`src/rtl/mem_access_stage_pkg.sv`:
```
// Shared types and constants for the memory-access pipeline stage:
// FSM states, byte-enable patterns and the access-size encoding.
package mem_access_stage_pkg;

    typedef enum logic {
        ST_IDLE = 1'b0,
        ST_WAIT = 1'b1
    } mem_state_e;

    typedef enum logic [1:0] {
        SZ_WORD = 2'd0,
        SZ_HALF = 2'd1,
        SZ_BYTE = 2'd2
    } acc_size_e;

    localparam logic [3:0] BE_WORD    = 4'b1111;
    localparam logic [3:0] BE_HALF_LO = 4'b0011;
    localparam logic [3:0] BE_HALF_HI = 4'b1100;

    // Byte wins over Half when both control bits are set.
    function automatic acc_size_e acc_size(input logic is_byte, input logic is_half);
        if (is_byte) return SZ_BYTE;
        if (is_half) return SZ_HALF;
        return SZ_WORD;
    endfunction

endpackage

```
`src/rtl/load_extend.sv`:
```
// Selects the addressed little-endian lane of a loaded word and
// zero- or sign-extends it to 32 bits; word loads pass unmodified.
module load_extend (
    input  logic [31:0] rdata,
    input  logic [1:0]  addr,
    input  logic        Byte,
    input  logic        Half,
    input  logic        UnsignedExt,
    output logic [31:0] data
);

    logic [7:0]  byte_lane;
    logic [15:0] half_lane;

    always_comb begin
        byte_lane = 8'h00;
        half_lane = addr[1] ? rdata[31:16] : rdata[15:0];
        case (addr)
            2'd0:    byte_lane = rdata[7:0];
            2'd1:    byte_lane = rdata[15:8];
            2'd2:    byte_lane = rdata[23:16];
            default: byte_lane = rdata[31:24];
        endcase
    end

    always_comb begin
        data = rdata;
        if (Byte)
            data = {{24{~UnsignedExt & byte_lane[7]}}, byte_lane};
        else if (Half)
            data = {{16{~UnsignedExt & half_lane[15]}}, half_lane};
    end

endmodule

```
`src/rtl/mem_access_stage.sv`:
```
// EX/MEM -> MEM/WB stage: issues data-memory requests, stalls until dm_ack.
// Optional MEM_MISALIGN_TRAP_EN adds a registered Misalign output.
//
// Handshake: dm_req is held with stable address/data until dm_ack=1 is seen
// on a rising edge; that edge completes the access. Upstream holds all *_in
// stable while Stall=1.
module mem_access_stage
    import mem_access_stage_pkg::*;
#(
    parameter int DATA_W = 32
) (
    input  logic              clk,
    input  logic              CLR,
    input  logic              In,
    input  logic [DATA_W-1:0] IR_in,
    input  logic [DATA_W-1:0] PC_in,
    input  logic [DATA_W-1:0] R1_in,
    input  logic [DATA_W-1:0] R2_in,
    input  logic [DATA_W-1:0] RD2_in,
    input  logic [4:0]        WbRegNum_in,
    input  logic              RegWrite_in,
    input  logic              LOWrite_in,
    input  logic              HIWrite_in,
    input  logic              MemtoReg_in,
    input  logic              MemWrite_in,
    input  logic              UnsignedExt_Mem_in,
    input  logic              Byte_in,
    input  logic              Half_in,
    output logic              Stall,
    output logic              dm_req,
    output logic              dm_we,
    output logic [DATA_W-1:0] dm_addr,
    output logic [3:0]        dm_be,
    output logic [DATA_W-1:0] dm_wdata,
    input  logic              dm_ack,
    input  logic [DATA_W-1:0] dm_rdata,
    output logic              Out,
    output logic [DATA_W-1:0] IR,
    output logic [DATA_W-1:0] PC,
    output logic [DATA_W-1:0] R1,
    output logic [DATA_W-1:0] R2,
    output logic [DATA_W-1:0] MemData,
    output logic [4:0]        WbRegNum,
    output logic              RegWrite,
    output logic              LOWrite,
    output logic              HIWrite,
    output logic              MemtoReg,
`ifdef MEM_MISALIGN_TRAP_EN
    output logic              Misalign,
`endif
    output mem_state_e        state_dbg
);

    mem_state_e  state;
    acc_size_e   size;
    logic        mem_op;
    logic        access;
    logic        trap_block;
    logic        load_done;
    logic [31:0] ld_data;

    assign size   = acc_size(Byte_in, Half_in);
    assign mem_op = In & (MemtoReg_in | MemWrite_in);

`ifdef MEM_MISALIGN_TRAP_EN
    logic misaligned;
    assign misaligned = mem_op & (((size == SZ_HALF) & R1_in[0]) |
                                  ((size == SZ_WORD) & (|R1_in[1:0])));
    assign access     = mem_op & ~misaligned;
    assign trap_block = misaligned;
`else
    assign access     = mem_op;
    assign trap_block = 1'b0;
`endif

    assign dm_req    = (state == ST_WAIT) | ((state == ST_IDLE) & access);
    assign dm_we     = dm_req & MemWrite_in;
    assign Stall     = dm_req & ~dm_ack;
    assign dm_addr   = {R1_in[31:2], 2'b00};
    assign load_done = dm_req & dm_ack & MemtoReg_in & ~MemWrite_in;
    assign state_dbg = state;

    always_comb begin
        dm_be    = BE_WORD;
        dm_wdata = RD2_in;
        case (size)
            SZ_BYTE: begin
                dm_be    = 4'b0001 << R1_in[1:0];
                dm_wdata = {4{RD2_in[7:0]}};
            end
            SZ_HALF: begin
                dm_be    = R1_in[1] ? BE_HALF_HI : BE_HALF_LO;
                dm_wdata = {2{RD2_in[15:0]}};
            end
            default: begin
                dm_be    = BE_WORD;
                dm_wdata = RD2_in;
            end
        endcase
    end

    load_extend u_load_extend (
        .rdata       (dm_rdata),
        .addr        (R1_in[1:0]),
        .Byte        (Byte_in),
        .Half        (Half_in),
        .UnsignedExt (UnsignedExt_Mem_in),
        .data        (ld_data)
    );

    always_ff @(posedge clk or posedge CLR) begin
        if (CLR) begin
            state    <= ST_IDLE;
            Out      <= 1'b0;
            IR       <= '0;
            PC       <= '0;
            R1       <= '0;
            R2       <= '0;
            MemData  <= '0;
            WbRegNum <= '0;
            RegWrite <= 1'b0;
            LOWrite  <= 1'b0;
            HIWrite  <= 1'b0;
            MemtoReg <= 1'b0;
`ifdef MEM_MISALIGN_TRAP_EN
            Misalign <= 1'b0;
`endif
        end else begin
            case (state)
                ST_IDLE: if (access && !dm_ack) state <= ST_WAIT;
                ST_WAIT: if (dm_ack) state <= ST_IDLE;
                default: state <= ST_IDLE;
            endcase

            // A stalled edge emits a bubble; data fields keep their last value.
            if (Stall) begin
                Out      <= 1'b0;
                RegWrite <= 1'b0;
                LOWrite  <= 1'b0;
                HIWrite  <= 1'b0;
                MemtoReg <= 1'b0;
`ifdef MEM_MISALIGN_TRAP_EN
                Misalign <= 1'b0;
`endif
            end else begin
                Out      <= In;
                IR       <= IR_in;
                PC       <= PC_in;
                R1       <= R1_in;
                R2       <= R2_in;
                WbRegNum <= WbRegNum_in;
                MemData  <= load_done ? ld_data : '0;
                RegWrite <= In & RegWrite_in & ~trap_block;
                LOWrite  <= In & LOWrite_in;
                HIWrite  <= In & HIWrite_in;
                MemtoReg <= In & MemtoReg_in & ~trap_block;
`ifdef MEM_MISALIGN_TRAP_EN
                Misalign <= misaligned;
`endif
            end
        end
    end

endmodule

```
`config.mk`:
```
export PLATFORM = sky130hd
export DESIGN_NAME = mem_access_stage
export DESIGN_NICKNAME = d
export VERILOG_FILES = /design/src/rtl/mem_access_stage_pkg.sv /design/src/rtl/load_extend.sv /design/src/rtl/mem_access_stage.sv
export SDC_FILE = /design/constraint.sdc
export NUM_CORES = 1
export LEC_CHECK = 0
export CORE_ASPECT_RATIO = 2
export CORE_MARGIN = 4
export CORE_UTILIZATION = 28
export DETAILED_ROUTE_END_ITERATION = 16
export MAX_ROUTING_LAYER = met4
export SYNTH_ARGS = -nofsm -noshare
export SYNTH_HDL_FRONTEND = slang
export SYNTH_SLANG_ARGS = --single-unit
```
`constraint.sdc`:
```
create_clock -name clk -period 9.3 [get_ports clk]
set_clock_uncertainty 0.05 [all_clocks]
set_input_delay 2.79 -clock clk [delete_from_list [all_inputs] [get_ports clk]]
set_output_delay 2.79 -clock clk [all_outputs]
set_load 0.01 [all_outputs]
```
Word-level counts from Yosys, hierarchy flattened
Index checks and enable logic that the tools add are counted.
Storage, ports and cells
  word-level logic and storage cells: 62
  register bits after elaboration: 171
  input bits: 209
  output and inout port bits: 242
Operators by class
  equality and inequality tests: 4
  shift-type cells: 1
  reductions and logical operators: 3
  mux-type cells: 23
  bitwise logic cells: 19
Operators by type and width (number)
  32-bit two-way mux: 3
  32-bit case mux with 2 select lines: 1
  8-bit case mux with 3 select lines: 1
  16-bit two-way mux: 1
  1-bit AND: 13
  1-bit two-way mux: 10
  2-bit two-way mux: 4
  4-bit case mux with 2 select lines: 1
  2-bit by 1-bit equality test with 1-bit output, second input constant: 2
  2-bit equality test, second input constant: 2
  4-bit two-way mux: 1
  1-bit inverter: 4
  1-bit by 2-bit left shift with 4-bit output, first input constant: 1
  2-bit zero test: 1
  1-bit OR: 2
  1-bit case mux with 2 select lines: 1
  1-bit logical AND: 1
  1-bit zero test: 1

Longest topological paths before layout
  word-level depth: 8
  mapped depth: 8
  depth with buffers taken out: 5

Modules after synthesis
A second synthesis with hierarchy kept.
Unflattened totals
  cells, all modules: 595
  area total of the unflattened synthesis: 8236.6 µm²
Modules (own cells, without submodules)
  mem_access_stage: times used 1, seq. area each 4279.1 µm², cells each 482, area an instance 7448.4 µm²
  load_extend: times used 1, seq. area each 0.0 µm², cells each 113, area an instance 788.3 µm²

Worst setup path after synthesis
OpenSTA, ideal clock, no wires.
  path kind: in2out
  from: input port Half_in
  to: output port dm_be[1]
  buffers on the path: 3
  slack: 2.653 ns
  stages: 5
  arrival time: 3.807 ns
  cells stage by stage: clkbuf_1 or2_2 buf_2 buf_1 a21oi_1
Between the ends
  longest elaborated chain between the ends: 6
  elaborated cells between the ends (all ways): 8
  those cells by class: eq/ne (2); mux (6)
RTL lines
  from (decl): line mem_access_stage.sv:28  | input logic Half_in,
  1-bit two-way mux (2 in a row): line mem_access_stage_pkg.sv:23  | if (is_half) return SZ_HALF;
  2-bit two-way mux (*): line mem_access_stage_pkg.sv:24  | return SZ_WORD;
  2-bit two-way mux (*): line mem_access_stage_pkg.sv:23
  2-bit by 1-bit equality test with 1-bit output or 2-bit equality test (tied branches): line mem_access_stage.sv:86  | case (size)
  4-bit case mux with 2 select lines (*): line mem_access_stage.sv:86
  to (decl): line mem_access_stage.sv:33  | output logic [3:0] dm_be,
Every way passes the cells marked *; elsewhere a longest branch is shown, timed or not. The select of a mux whose other input is x is not followed.

Worst setup path after layout
  from: input port Half_in
  to: output port dm_be[2]
The elaborated chain is that of the path after synthesis.

==> flow_summary.ini <==
[timing]
slew_headroom_pct = 28.5
worst_slack_ps = 1320
setup_tns_ps = 0
period_minus_slack_ps = 7980
tightest_slew_ps = 1070
fin_crit_sh_pct = 85.8
finalHoldViolCount = 0
final-setup-viol-count = 0
fmax_ghz = 0.125
rsz0062_at_grt = false
slew_viol_final = 0

[floorplan]
die_w_um = 128
core-area_um2 = 28400
start_util_pct = 28.5
rows = 87
io_pins = 451
die-height_um = 248
die_area_um2 = 31900

[drt]
wire_per_inst_um = 20.9
finalWirelength_mm = 28.0
vias_per_cell = 4.52
drt-initial-drc-count = 221
vias = 6043
drc = 0
highest_layer = met4
wl_met1_mm = 9.58
firstDrtPassIters = 4
ant_nets = 0
wl_met3_mm = 1.87
met2WireLength_mm = 15.6

[synthesis]
yosysUniqueCellTypes = 37
synth_area_leaders = dfrtp_1 53%, mux2_4 19%, mux2_2 4.3%
ys_seq_elements = 171
async_flop_share_pct = 100
netlist_instances = 568
synth_top_area_share_pct = 52.9
yosys_warnings = 0
synth_enable_flop_cells = 0
synthFlopType = dfrtp_1
synth_top_area_cell = dfrtp_1
yosys-top-cells-count = 171 x dfrtp_1, 100 x mux2_4, 45 x buf_4
synth_most_common_cell = dfrtp_1
syn_area_um2 = 8090
yosysSeqAreaShare_pct = 52.9
synth_area_per_cell_um2 = 14.3

[power_and_ir_drop]
leakage_nw = 5.62
p_seq_share_pct = 39.9
switching_share_pct = 25.6
vdd_drop_max_uv = 107
combPwrFrac_pct = 24.4
p_int_mw = 1.58
power_per_cell_area_nw_per_um2 = 162
p_sw_mw = 0.542
total_power_mw = 2.12
clockPowerShare_pct = 35.7

[placed_design]
place_congestion = 0.859
dp_hpwl_mm = 21.5
io_buffers = 448
dp_slack_ps = 1340
dpl.cell_count = 1305

[setup_path]
worstPathRequired_ps = 6460
critPathKind = in -> out
critical_path.max_fanout = 11
crit_arrival_ps = 5140
start_kind = primary input
reg2reg_slack_ps = 6720
end_kind = output pin

[clocking]
ctsResizeCount = 0
clock_sinks = 171
root_buffer = clkbuf_16
post-cts-setup-buffer-count = 0
numCtsBuffers = 17
cts_max_level = 4
insertion_delay_ps = 430
hold_buffers = 0
cts.clk_slew.worst_paths_ps = 60
cts_tree = done
cts_buffer_depth = 2

[layout]
nets = 1177
fin_util_pct = 45.9
drive_gt1_share_pct = 18.7
stdcell_count = 1338
syn_to_final_growth_pct = 61.2

[global_routing]
grt_overflow = 0
first_global_vias = 6702
grt_usage_pct = 17.9
grt_max_degree = 99
grt_pass1_wl_mm = 41.5
antenna_found_initial = 1

[run]
cap_violations = 0

[min_path]
holdCritPathClass = reg -> reg

[outcome]
status = complete, no violations
## stage by stage
stage	area, µm²	hold slack, ps
after CTS	13000	441
after floorplan	8100	472
after global placement	12400	422
after global routing	13000	447
after detailed placement	12400	425
final	13000	436
## layout make-up
type	instances	area, µm²
Fill cell	2605	15400
Timing Repair Buffer	454	4530
Clock buffer	21	470
Sequential cell	171	4280
Inverter	10	50.0
Clock inverter	11	158
Multi-Input combinational cell	314	3110
Antenna cell	1	2.50
Tap cell	356	445
## cell families after synthesis
group	synth area share, %
compound gates	6.15
buf+inv	8.70
flops	52.9
mux	27.6
other cells	0.0463
simple gates	4.62
## worst max-delay path, stage by stage
cell and delay (ps):
clkdlybuf4s50_1 690, nor2_1 810, nor2_1 120, a21oi_1 160, clkdlybuf4s50_1 560
## layer usage
layer  vias up  global-route usage [%]
met5         -                       -
met4         0                    7.41
met3        43                    3.87
met2       275                    32.7
met1      2970                    17.9
li1       2755                       -
## cells in the final DEF, fill, tap and decap left out, drive strengths merged, types with 3 or more instances in the layout
cell type,synthesis,layout
a211oi,8,8
a22o,8,8
and3,12,12
buf,67,6
bufinv,0,3
clkbuf,7,21
clkdlybuf4s50,0,448
clkinv,0,4
dfrtp,171,171
inv,10,13
mux2,136,136
mux2i,17,17
mux4,7,7
nand2,38,38
nor2,27,27
nor2b,3,3
o21ai,21,21
o2bb2ai,24,24
## registers in the layout, summed over array words and instances (netlist names), 5 cells and up
register,flops
IR,32
MemData,32
PC,32
R1,32
R2,32
WbRegNum,5
## power by group through the flow
stage,clock network (mW),logic [mW],registers (mW)
after CTS,0.789,0.527,0.845
after global placement,0,0.524,0.856
after detailed placement,0,0.525,0.857
after global routing,0.814,0.549,0.854
final,0.756,0.517,0.845
after floorplan,0,0.206,0.885
## final timing paths
path / startpoint / end / cells after the start
min in group asynchronous: CLR / R2[13] / 2
hold reg to reg: MemData[10] / MemData[10] / 1
setup reg to reg: state_dbg / IR[16] / 5
hold / removal: MemData[10] / MemData[10] / 1
max in group asynchronous: CLR / IR[22] / 3
setup / recovery: Half_in / dm_be[2] / 5
Note: power is estimated with default switching activity, not from simulation.
